<file path="config.mk">
export PLATFORM = sky130hd
export DESIGN_NAME = mem_access_stage
export DESIGN_NICKNAME = d
export VERILOG_FILES = /design/src/rtl/mem_access_stage_pkg.sv /design/src/rtl/mem_wait_timer.sv /design/src/rtl/mem_access_stage.sv
export SDC_FILE = /design/constraint.sdc
export NUM_CORES = 1
export LEC_CHECK = 0
export CORE_MARGIN = 2
export CORE_UTILIZATION = 41
export DETAILED_ROUTE_END_ITERATION = 16
export HOLD_SLACK_MARGIN = 0.12
export PLACE_DENSITY = 0.77
export SLEW_MARGIN = 15
export SYNTH_ARGS = -nofsm -noshare
export SYNTH_HDL_FRONTEND = slang
export SYNTH_SLANG_ARGS = --single-unit
export TNS_END_PERCENT = 10
</file>
<file path="constraint.sdc">
create_clock -name clk -period 2.9 [get_ports clk]
set_input_delay 0.58 -clock clk [delete_from_list [all_inputs] [get_ports clk]]
set_output_delay 0.58 -clock clk [all_outputs]
set_load 0.01 [all_outputs]
</file>
<file path="src/rtl/mem_access_stage_pkg.sv">
// mem_access_stage_pkg : shared MEM-stage types (state, word/register typedefs, control bundle)
// Rev 1.0
`default_nettype none

package mem_access_stage_pkg;

  typedef logic [31:0] word_t;
  typedef logic [4:0]  reg_addr_t;

  typedef enum logic [1:0] {
    ST_IDLE = 2'd0,
    ST_BUSY = 2'd1,
    ST_DONE = 2'd2
  } mem_state_e;

  typedef struct packed {
    logic reg_write;
    logic mem_to_reg;
    logic mem_read;
    logic mem_write;
  } mem_ctrl_t;

  function automatic logic is_word_aligned(input word_t addr);
    return (addr[1:0] == 2'b00);
  endfunction

endpackage

`default_nettype wire

</file>
<file path="src/rtl/mem_wait_timer.sv">
// mem_wait_timer : counts BUSY cycles and flags the last permitted wait cycle
// Rev 1.0
`default_nettype none

module mem_wait_timer #(
  parameter int unsigned TIMEOUT = 16
) (
  input  logic clk,
  input  logic rst_n,
  input  logic clear_i,
  input  logic en_i,
  output logic tc_o
);

  localparam logic [7:0] c_tc_value = 8'(TIMEOUT - 1);

  logic [7:0] count_q;

  // Holds at terminal count so a stuck enable can never wrap back to zero.
  always_ff @(posedge clk or negedge rst_n) begin
    if (!rst_n) begin
      count_q <= '0;
    end else if (clear_i) begin
      count_q <= '0;
    end else if (en_i && !tc_o) begin
      count_q <= count_q + 8'd1;
    end
  end

  assign tc_o = (count_q == c_tc_value);

endmodule

`default_nettype wire

</file>
<file path="src/rtl/mem_access_stage.sv">
// mem_access_stage : MEM-stage load/store unit with req/ack memory handshake, stall and error pulses
// Rev 1.0
`default_nettype none

module mem_access_stage
  import mem_access_stage_pkg::*;
#(
  parameter int unsigned TIMEOUT  = 16,
  parameter logic [31:0] ERR_DATA = 32'h0000_0000
) (
  input  logic        clk,
  input  logic        rst_n,
  input  logic        in_valid,
  input  logic        MemRead,
  input  logic        MemWrite,
  input  logic        RegWrite,
  input  logic        MemToReg,
  input  logic [31:0] ALUResult,
  input  logic [31:0] WriteData,
  input  logic [4:0]  RdAddr,
  output logic        stall,
  output logic        RegWrite_out,
  output logic        MemToReg_out,
  output logic [31:0] MemAddr_out,
  output logic [31:0] MemReadData_out,
  output logic [4:0]  RdAddr_out,
  output logic        mem_req,
  output logic        mem_we,
  output logic [31:0] mem_addr,
  output logic [31:0] mem_wdata,
  input  logic [31:0] mem_rdata,
  input  logic        mem_ack,
  output logic        misalign_err,
  output logic        timeout_err
);

  mem_state_e state_q;
  word_t      addr_q;
  word_t      wdata_q;
  word_t      rdata_q;
  reg_addr_t  rd_q;
  mem_ctrl_t  ctrl_q;
  logic       req_q;
  logic       timeout_err_q;
  logic       misalign_err_q;

  logic w_access;
  logic w_start;
  logic w_misalign;
  logic w_tc;
  logic w_stall;

  assign w_access   = in_valid & (MemRead | MemWrite);
  assign w_start    = (state_q == ST_IDLE) && w_access && is_word_aligned(ALUResult);
  assign w_misalign = (state_q == ST_IDLE) && w_access && !is_word_aligned(ALUResult);

  mem_wait_timer #(
    .TIMEOUT (TIMEOUT)
  ) u_wait_timer (
    .clk     (clk),
    .rst_n   (rst_n),
    .clear_i (state_q != ST_BUSY),
    .en_i    (state_q == ST_BUSY),
    .tc_o    (w_tc)
  );

  always_ff @(posedge clk or negedge rst_n) begin
    if (!rst_n) begin
      state_q        <= ST_IDLE;
      addr_q         <= '0;
      wdata_q        <= '0;
      rdata_q        <= '0;
      rd_q           <= '0;
      ctrl_q         <= '0;
      req_q          <= 1'b0;
      timeout_err_q  <= 1'b0;
      misalign_err_q <= 1'b0;
    end else begin
      misalign_err_q <= w_misalign;
      timeout_err_q  <= 1'b0;
      case (state_q)
        ST_IDLE: begin
          if (w_start) begin
            addr_q  <= ALUResult;
            wdata_q <= WriteData;
            rd_q    <= RdAddr;
            // A request with both MemRead and MemWrite set is a load.
            ctrl_q  <= '{reg_write:  RegWrite,
                         mem_to_reg: MemToReg,
                         mem_read:   MemRead,
                         mem_write:  MemWrite & ~MemRead};
            req_q   <= 1'b1;
            state_q <= ST_BUSY;
          end
        end
        ST_BUSY: begin
          if (mem_ack) begin
            rdata_q <= ctrl_q.mem_read ? mem_rdata : '0;
            req_q   <= 1'b0;
            state_q <= ST_DONE;
          end else if (w_tc) begin
            rdata_q          <= ERR_DATA;
            ctrl_q.reg_write <= 1'b0;
            timeout_err_q    <= 1'b1;
            req_q            <= 1'b0;
            state_q          <= ST_DONE;
          end
        end
        ST_DONE: state_q <= ST_IDLE;
        default: state_q <= ST_IDLE;
      endcase
    end
  end

  always_comb begin
    w_stall         = 1'b0;
    RegWrite_out    = RegWrite;
    MemToReg_out    = MemToReg;
    MemAddr_out     = ALUResult;
    MemReadData_out = '0;
    RdAddr_out      = RdAddr;
    case (state_q)
      ST_IDLE: begin
        w_stall = w_start;
        if (w_misalign) begin
          RegWrite_out = 1'b0;
        end
      end
      ST_BUSY, ST_DONE: begin
        w_stall         = (state_q == ST_BUSY);
        RegWrite_out    = ctrl_q.reg_write;
        MemToReg_out    = ctrl_q.mem_to_reg;
        MemAddr_out     = addr_q;
        MemReadData_out = rdata_q;
        RdAddr_out      = rd_q;
      end
      default: ;
    endcase
  end

  // Reset must release the pipeline at once even if EX/MEM still presents an access.
  assign stall        = w_stall & rst_n;
  assign mem_req      = req_q;
  assign mem_we       = ctrl_q.mem_write;
  assign mem_addr     = addr_q;
  assign mem_wdata    = wdata_q;
  assign misalign_err = misalign_err_q;
  assign timeout_err  = timeout_err_q;

endmodule

`default_nettype wire

</file>
Yosys cells after proc, flatten, opt, wreduce, memory -nomap -nowiden
Cells that the tools add are included.
Widths: inputs -> output; s select.

storage, ports and cells
  register bits = 118
  word-level logic and storage cells = 70
  input bits = 109
  output and inout port bits = 140

operators by class
  equal/unequal tests = 8
  reduce and logical (&&, ||, !) cells = 17
  multiplexer cells = 26
  bitwise operators = 5
  add/sub/neg operators = 1

operator list
  kind                 number
  $mux 32              5
  $mux 8               2
  $mux 1               9
  $add 8x1->8 const B  1
  $eq 8x4->1 const B   1
  $pmux 1 s2           4
  $mux 2               3
  $ne 2x2->1 const B   3
  $reduce_and 2->1     3
  $reduce_bool 2->1    3
  $mux 5               1
  $logic_and 1x1->1    4
  $logic_not 2->1      2
  $mux 4               1
  $pmux 2 s2           1
  $reduce_and 4->1     1
  $and 1x1->1          3
  $ne 3x3->1 const B   1
  $reduce_and 3->1     1
  $eq 2x1->1 const B   1
  $eq 2x2->1 const B   1
  $logic_not 1->1      2
  $ne 2x1->1 const B   1
  $reduce_or 2->1      1
  2 further kinds      2

Logic depth before layout (Yosys ltp)
  depth after elaboration = 6
  depth in mapped cells = 9
  mapped depth without buffers = 6

By module
A second synthesis with hierarchy kept.

second synthesis, totals
  cells, all modules = 389
  area, all modules = 5520.3 sq um

by module, submodules not included
  module            times used  area each (sq um)  sequential area each (sq um)  cells each
  mem_access_stage  1           5068.6             2752.6                        344
  mem_wait_timer    1           451.7              200.2                         45

Least setup slack after synthesis
Ideal clock, no wire load.

  path type = flip-flop to output port
  start point = reg state_q[0]
  end point = out stall
  path buffers = 2
  cell stages (with the launch flop) = 9
  arrival = 1.732 ns
  required time = 2.320 ns
  slack = 0.588 ns
  cells stage by stage = dfrtp_1 -> inv_1 -> ha_1 -> o211ai_2 -> or3_1 -> buf_2 -> buf_6 -> mux2i_1 -> and2_1

on the way
  word-level cells in the longest chain between the ends = 5
  elaborated cells between the ends (all ways) = 8
  those cells by class = eq/ne (2); mux (1); bitwise (1); reduce/logical (4)

ends and longest elaborated chain
  what                            RTL line                                         RTL
  start: declaration              mem_access_stage.sv:37                           mem_state_e state_q;
  start signal: assignment        mem_access_stage.sv:69                           state_q <= ST_IDLE;
  start signal: assignment        mem_access_stage.sv:93                           state_q <= ST_BUSY;
  start signal: assignment        mem_access_stage.sv:100                          state_q <= ST_DONE;
  $logic_not 2->1                 mem_access_stage.sv:54, mem_access_stage.sv:122
  $logic_and 1x1->1 (2 in a row)  mem_access_stage.sv:54                           assign w_start = (state_q == ST_IDLE) && w_access && is_word_aligned(ALUResult);
  $pmux 1 s2 *                    mem_access_stage.sv:122                          case (state_q)
  $and 1x1->1 *                   mem_access_stage.sv:142                          assign stall = w_stall & rst_n;
  end: declaration                mem_access_stage.sv:21                           output logic stall,

Every way passes the cells marked *; elsewhere a longest branch is shown, timed or not.

Final worst setup path
  start point = reg state_q[1]
  end point = out RdAddr_out[3]

on the way
  word-level cells in the longest chain between the ends = 3
  elaborated cells between the ends (all ways) = 4
  those cells by class = eq/ne (2); mux (1); reduce/logical (1)

ends and longest elaborated chain
  what                                      RTL line                 RTL
  $eq 2x2->1 or $eq 2x1->1 (tied branches)  mem_access_stage.sv:122
  $reduce_or 2->1 *                         mem_access_stage.sv:122
  $mux 5 *                                  mem_access_stage.sv:122
  end: declaration                          mem_access_stage.sv:26   output logic [4:0] RdAddr_out,

Marked as above.

==> results.py <==
metrics = {
    "setup_path": {
        "reg2reg_from": "state_q[1]",
        "data_required_time_at_the_worst_endpoint_ns": 2.32,
        "worstSetupStartpointType": "register",
        "worst_ep_arrival_time_ns": 2.27,
        "worstPathMaxFanout": 15,
        "end_kind": "output pin",
        "ff2ff_path_depth": 7,
        "setup.worst_path.start": "state_q[1]",
        "r2r_end": "state_q[1]",
        "ff2ff_setup_slack_ns": 0.56,
        "timing_worst_setup_path_type": "reg2out",
    },
    "logic_synthesis": {
        "synth_simple_gate_area_frac": 0.227,
        "synthXorXnorAreaFrac": 0.00668,
        "synthDistinctLibCells": 32,
        "synth_seq_area_share": 0.563,
        "yosys_warnings": 0,
        "synth_seq_cells": 118,
        "postSynthNetCount": 641,
        "synth_cells": 527,
        "mappedNetlistArea_um2": 5250,
        "netlist.area_leader.share": 0.563,
        "ys_top_cells_by_area": "sky130_fd_sc_hd__dfrtp_1 56%, sky130_fd_sc_hd__nand2_1 15%, sky130_fd_sc_hd__mux2_2 8.2%",
        "postSynthAreaPerCell_um2": 9.96,
        "compound_gate_fraction_of_synth_area": 0.0751,
        "muxShareOfSynthArea": 0.0856,
        "synth.largest_area_cell": "sky130_fd_sc_hd__dfrtp_1",
        "synth_top_family_by_area": "simple AND/OR/NAND/NOR gates",
        "yosys.area_share.adder": 0.0119,
    },
    "job": {
        "max_cap_viol_count": 0,
    },
    "placement": {
        "io_buffers": 248,
        "hpwlAfterDp_um": 11000,
        "gp_congestion": 0.773,
        "detailed_place.area_um2": 7910,
    },
    "final_layout": {
        "fin_nets": 891,
        "diodes": 0,
        "post_route_cells_drive_above_1_share": 0.116,
        "layout.cells.most_common": "sky130_fd_sc_hd__clkdlybuf4s50_1",
        "postLayoutCellArea_um2": 8630,
        "layout.cells.most_common_list": "229 x sky130_fd_sc_hd__clkdlybuf4s50_1, 214 x sky130_fd_sc_hd__nand2_1, 118 x sky130_fd_sc_hd__dfrtp_1",
        "area_growth_pct": 64.5,
    },
    "die": {
        "core-area_um2": 12600,
        "chipWidth_um": 117,
        "placement_rows": 41,
        "initial_util": 0.418,
        "floorplan.die_area_um2": 13700,
        "ios": 249,
        "die_height_um": 117,
    },
    "run_status": {
        "outcome": "complete, no violations",
    },
    "global_routing": {
        "grt_antenna_before_repair": 0,
        "grt_first_pass_wirelength_um": 23900,
        "vias_in_the_first_global_route": 4718,
        "grt_start_max_net_pins": 80,
        "grt_usage": 0.228,
        "global_route.overflow_total": 0,
    },
    "power_and_ir_drop": {
        "power-per-cell-area_nw_per_um2": 1050,
        "vdd_drop_max_uv": 603,
        "post-layout-total-power_uw": 9020,
        "p_leak_uw": 0.00415,
    },
    "drt": {
        "detail_route.drc_violations": 0,
        "finalWirelength_um": 15900,
        "detailed_route_vias_per_instance": 4.93,
        "via_count_of_the_routed_design": 4741,
        "ant_nets": 0,
        "detailedRoute.firstPassIterationCount": 6,
        "initialDrtViolationCount": 278,
        "wl_per_cell_um": 16.5,
    },
    "timing": {
        "minimum_clock_period_ns": 2.85,
        "worstMarginPinSlew_ns": 0.805,
        "final_min_period_over_clock_period": 0.982,
        "final_max_slew_viol_count": 0,
        "fmax_mhz": 351,
        "unrepaired_setup_endpoints_after_global_routing": "yes",
        "setup_viol": 0,
        "hold_violations": 0,
        "timing.max_slew.rel_slack": 0.463,
        "final.setup_skew_ns": 0.00724,
    },
    "clock_network": {
        "clkLatencyLatePin_ns": 0.41,
        "htree_levels": 4,
        "post_cts_hold_buffer_count": 0,
        "cts_tree": "built",
        "cts-root-buf": "sky130_fd_sc_hd__clkbuf_16",
        "tritoncts.num_buffers": 17,
        "clk_transition_reported_paths_ns": 0.05,
        "clkSinkCount": 118,
        "number_of_buffers_on_the_longest_clock_path": 2,
    },
    "worst_hold_path": {
        "path_type_of_the_worst_min_delay_path": "in2async",
    },
}
==> through the flow <==
stage                     setup TNS, ns  setup WS, ns  cells  hold slack [ns]   util
final                                 0        0.0535    962            0.334  0.687
after global routing             -0.213       -0.0276    962            0.399  0.687
after CTS                       -0.0145      -0.00561    960            0.357  0.679
after detailed placement         -0.101        -0.101    927            0.460  0.629
after global placement          -0.0830       -0.0830    927            0.453  0.629
after floorplan                       0         0.588    527            0.284      -
==> worst max-delay path by stage <==
stage / cells after the start / to
2_1_floorplan: 8 / stall
3_3_place_gp: 6 / stall
3_5_place_dp: 6 / stall
4_1_cts: 8 / RegWrite_out
5_1_grt: 5 / MemAddr_out[28]
6_report: 5 / RdAddr_out[3]
==> critical path: stages, from the launching register on <==
cell and delay [ns]:
sky130_fd_sc_hd__dfrtp_1 0.39, sky130_fd_sc_hd__inv_2 0.08, sky130_fd_sc_hd__ha_4 0.35, sky130_fd_sc_hd__buf_8 0.19, sky130_fd_sc_hd__mux2_2 0.36, sky130_fd_sc_hd__clkdlybuf4s50_1 0.49
==> routing by layer <==
metal / vias to the layer above / track usage / share of wire
met3: 16 / 0.109 / 0.099
li1: 2228 / - / -
met2: 191 / 0.380 / 0.48
met5: - / 0 / 0
met4: 0 / 0.0659 / 0.010
met1: 2306 / 0.262 / 0.41
==> layout make-up <==
cell class              instances  area, µm²
repair buffers                263       2690
flip-flops and latches        118       2950
multi-input cells             374       2160
clock buffers                  21        450
well taps                     172        215
fillers                       936       3940
clock inverters                11        155
inverters                       3       11.3
==> power by group <==
part	total (µW)	switching, µW	internal (µW)
clock	2160	710	1450
combinational	4130	1760	2380
sequential	2730	419	2310
==> timing repair <==
item,CTS,global route
gates resized for setup,8,16
pin swaps,0,1
gates cloned,0,2
endpoints found under the setup margin,41,23
hold endpoints to repair,0,0
buffers inserted,1,0
==> synthesized netlist by cell type <==
cell type,n
sky130_fd_sc_hd__inv_1,3
sky130_fd_sc_hd__xor2_1,1
sky130_fd_sc_hd__o211ai_2,2
sky130_fd_sc_hd__clkbuf_1,22
sky130_fd_sc_hd__nor3_1,1
sky130_fd_sc_hd__nand4_1,1
sky130_fd_sc_hd__nor3_2,1
sky130_fd_sc_hd__and3_1,3
sky130_fd_sc_hd__nor2b_1,1
sky130_fd_sc_hd__dfrtp_1,118
sky130_fd_sc_hd__nor4_4,1
sky130_fd_sc_hd__nand2b_1,1
sky130_fd_sc_hd__buf_2,7
sky130_fd_sc_hd__nand2_1,214
sky130_fd_sc_hd__mux2_1,1
sky130_fd_sc_hd__o211ai_1,1
sky130_fd_sc_hd__nor2_1,4
sky130_fd_sc_hd__a31oi_1,1
sky130_fd_sc_hd__xnor2_1,3
sky130_fd_sc_hd__o21ai_0,7
sky130_fd_sc_hd__a22o_1,32
sky130_fd_sc_hd__ha_1,5
sky130_fd_sc_hd__buf_6,3
sky130_fd_sc_hd__mux2i_1,1
sky130_fd_sc_hd__or3_1,2
sky130_fd_sc_hd__and4_1,2
sky130_fd_sc_hd__mux2_2,38
sky130_fd_sc_hd__a21boi_0,1
sky130_fd_sc_hd__and2_1,39
sky130_fd_sc_hd__nand3_1,5
sky130_fd_sc_hd__a22oi_1,1
sky130_fd_sc_hd__a21oi_1,5
==> flip-flops by register name (all words and copies together), names as in the netlist <==
| register | count |
|---|---|
| mem_addr | 32 |
| mem_wdata | 32 |
| rdata_q | 32 |
| u_wait_timer.count_q | 8 |
| rd_q | 5 |
| ctrl_q | 3 |
| state_q | 2 |
| mem_req | 1 |
| mem_we | 1 |
| misalign_err | 1 |
| timeout_err | 1 |
==> kinds of logic after synthesis <==
family,Yosys count
and+or+nand+nor,275
DFF,118
AOI/OAI and AO/OA,50
muxes,40
buffers and inverters,35
adders and majority gates,5
xor gates and xnor gates,4
(Power assumes the default switching activity.)
==> edit: new RTL, config.mk and constraints unchanged <==
Remove the register `misalign_err_q`: a continuous assignment takes its place, so the output `misalign_err` follows one clock earlier.
--- a/src/rtl/mem_access_stage.sv
+++ b/src/rtl/mem_access_stage.sv
@@ -74,9 +74,7 @@
       ctrl_q         <= '0;
       req_q          <= 1'b0;
       timeout_err_q  <= 1'b0;
-      misalign_err_q <= 1'b0;
     end else begin
-      misalign_err_q <= w_misalign;
       timeout_err_q  <= 1'b0;
       case (state_q)
         ST_IDLE: begin
@@ -111,6 +109,8 @@
       endcase
     end
   end
+
+  assign misalign_err_q = w_misalign;
 
   always_comb begin
     w_stall         = 1'b0;
Check against the original RTL: not equivalent (a bounded check fails within 4 cycles, from zero or initial values and one cycle with rst_n low).
==> edit against the unedited design <==
Routed wire length down 2.4%; worst setup slack better by 11 ps; fmax up 0.40%; sequential cell count decreased by 1; clock power down 9%; critical path depth unchanged; critical path type unchanged; core utilization is essentially flat; cell area fell by 0.41%; highest routed layer unchanged; non-clock buffer count rose by 2; area after synthesis fell by 0.48%; combinational power hardly changed; largest power group unchanged; power decreased by 2.3%.
==> edit: results (changes against the unedited design) <==
set qor(worst_hold_path_type) {input pin to asynchronous set/reset pin} ;# unchanged
set qor(track_usage_pct) 22.7 ;# was 22.8%
set qor(final_clock_skew_ps) 7.42 ;# was 7.24 ps
set qor(yosysUniqueCellTypes) 32 ;# unchanged
set qor(initialDrtViolationCount) 360 ;# was 278
set qor(clockRootBuffer) {clkbuf_16} ;# unchanged
set qor(fin_crit_sh_pct) 97.8 ;# was 98.2%
set qor(p_leak_nw) 4.28 ;# was 4.15 nW
set qor(syn-num-nets) 640 ;# was 641
set qor(overall_via_count_from_detail_route) 4697 ;# was 4741
set qor(ir_drop_v) 0.000561 ;# was 0.000603 V
set qor(max_slew.worst_pin.slew_ps) 867 ;# was 805 ps
set qor(reg2reg_slack_ps) 590 ;# was 560 ps
set qor(synthToLayoutAreaGrowth_pct) 64.6 ;# was 64.5%
set qor(cts_resized) 11 ;# was 8
set qor(synth.yosys.seq_area_share_pct) 56.1 ;# was 56.3%
set qor(run_status) {completed} ;# unchanged
set qor(global_route_wire_length_before_repair_um) 23800 ;# was 23900 um
set qor(num-nonclk-inverters) 3 ;# unchanged
set qor(fillerInstances) 990 ;# was 936
set qor(detail_route.first_pass.iterations) 4 ;# was 6
set qor(globalplace.congestion) 0.776 ;# was 0.773
set qor(clock_tree_area_fraction_pct) 6.45 ;# was 7.02%
set qor(post_synth_most_frequent_cells) {214 x nand2_1, 117 x dfrtp_1, 39 x and2_1} ;# was 214 x nand2_1, 118 x dfrtp_1, 39 x and2_1
set qor(post_route_cells_drive_above_1_share_pct) 11.4 ;# was 11.6%
set qor(detailedPlacementHpwl_um) 10800 ;# was 11000 um
set qor(reg_to_reg_startpoint) {state_q[0]} ;# was state_q[1]
set qor(n_clock_buffer) 26 ;# was 21
set qor(nNonClkBuffers) 265 ;# was 263
set qor(buffer_area_share_pct) 31.8 ;# was 31.2%
set qor(layout.sequential_cells) 117 ;# was 118
set qor(crit_end) {MemAddr_out[10]} ;# was RdAddr_out[3]
set qor(async_sr_flop_fraction_pct) 100 ;# unchanged
set qor(pre_cts_ws_ps) -181 ;# was -101 ps
set qor(placedInstanceArea_um2) 7900 ;# was 7910 um^2
set qor(sequential_cell_area_um2) 2930 ;# was 2950 um^2
set qor(netlist_top_cells_area) {dfrtp_1 56%, nand2_1 15%, mux2_2 8.2%} ;# unchanged
set qor(ctsLongestPathBuffers) 2 ;# unchanged
set qor(num-nets-final) 892 ;# was 891
set qor(tritoncts_buffers) 17 ;# unchanged
set qor(drt-total-wl_um) 15500 ;# was 15900 um
[edit: critical path, cell delays in order, from the launching register on]
cell and delay (ps):
dfrtp_1 400, inv_2 80, ha_4 360, buf_12 170, mux2_2 350, clkdlybuf4s50_1 480
[edit: metal layers]
metal | up-vias | global-route usage [%] | share of wire, %
met4 | 0 | 9.88 | 2.0
met2 | 187 | 38.0 | 49
li1 | 2225 | - | -
met5 | - | 0 | 0
met1 | 2257 | 26.5 | 40
met3 | 28 | 8.14 | 9.1
[edit: worst min-delay path by stage]
stage | startpoint | to | cells past startpoint | slack [ps]
2_1_floorplan | rst_n | ctrl_q[1] | 0 | 280
3_3_place_gp | ctrl_q[2] | ctrl_q[2] | 2 | 450
3_5_place_dp | ctrl_q[1] | ctrl_q[1] | 2 | 450
4_1_cts | rst_n | u_wait_timer.count_q[1] | 2 | 300
5_1_grt | rst_n | u_wait_timer.count_q[1] | 2 | 350
6_report | rst_n | ctrl_q[1] | 2 | 290
[edit: cell families after synthesis]
| logic type | synth area share [%] |
|---|---|
| AND/OR/NAND/NOR | 22.8 |
| flip-flops | 56.1 |
| AO/OA/AOI/OAI | 7.55 |
| multiplexers | 8.60 |
| buffers and inverters | 3.11 |
| adder cells (fa/ha/maj) | 1.20 |
| XOR/XNOR | 0.671 |
[edit: power breakdown]
part           switching [mW]  leakage (nW)  total, mW  internal (mW)
clock                   0.693         0.276       1.97           1.28
sequential              0.422          1.50       2.71           2.29
combinational            1.74          2.50       4.13           2.39
[edit: per-stage QoR]
stage          instances  setup TNS, ps
5_1_grt              961          -30.9
6_report             961              0
3_5_place_dp         928           -181
4_1_cts              961           -122
3_3_place_gp         928           -165
2_1_floorplan        526              0
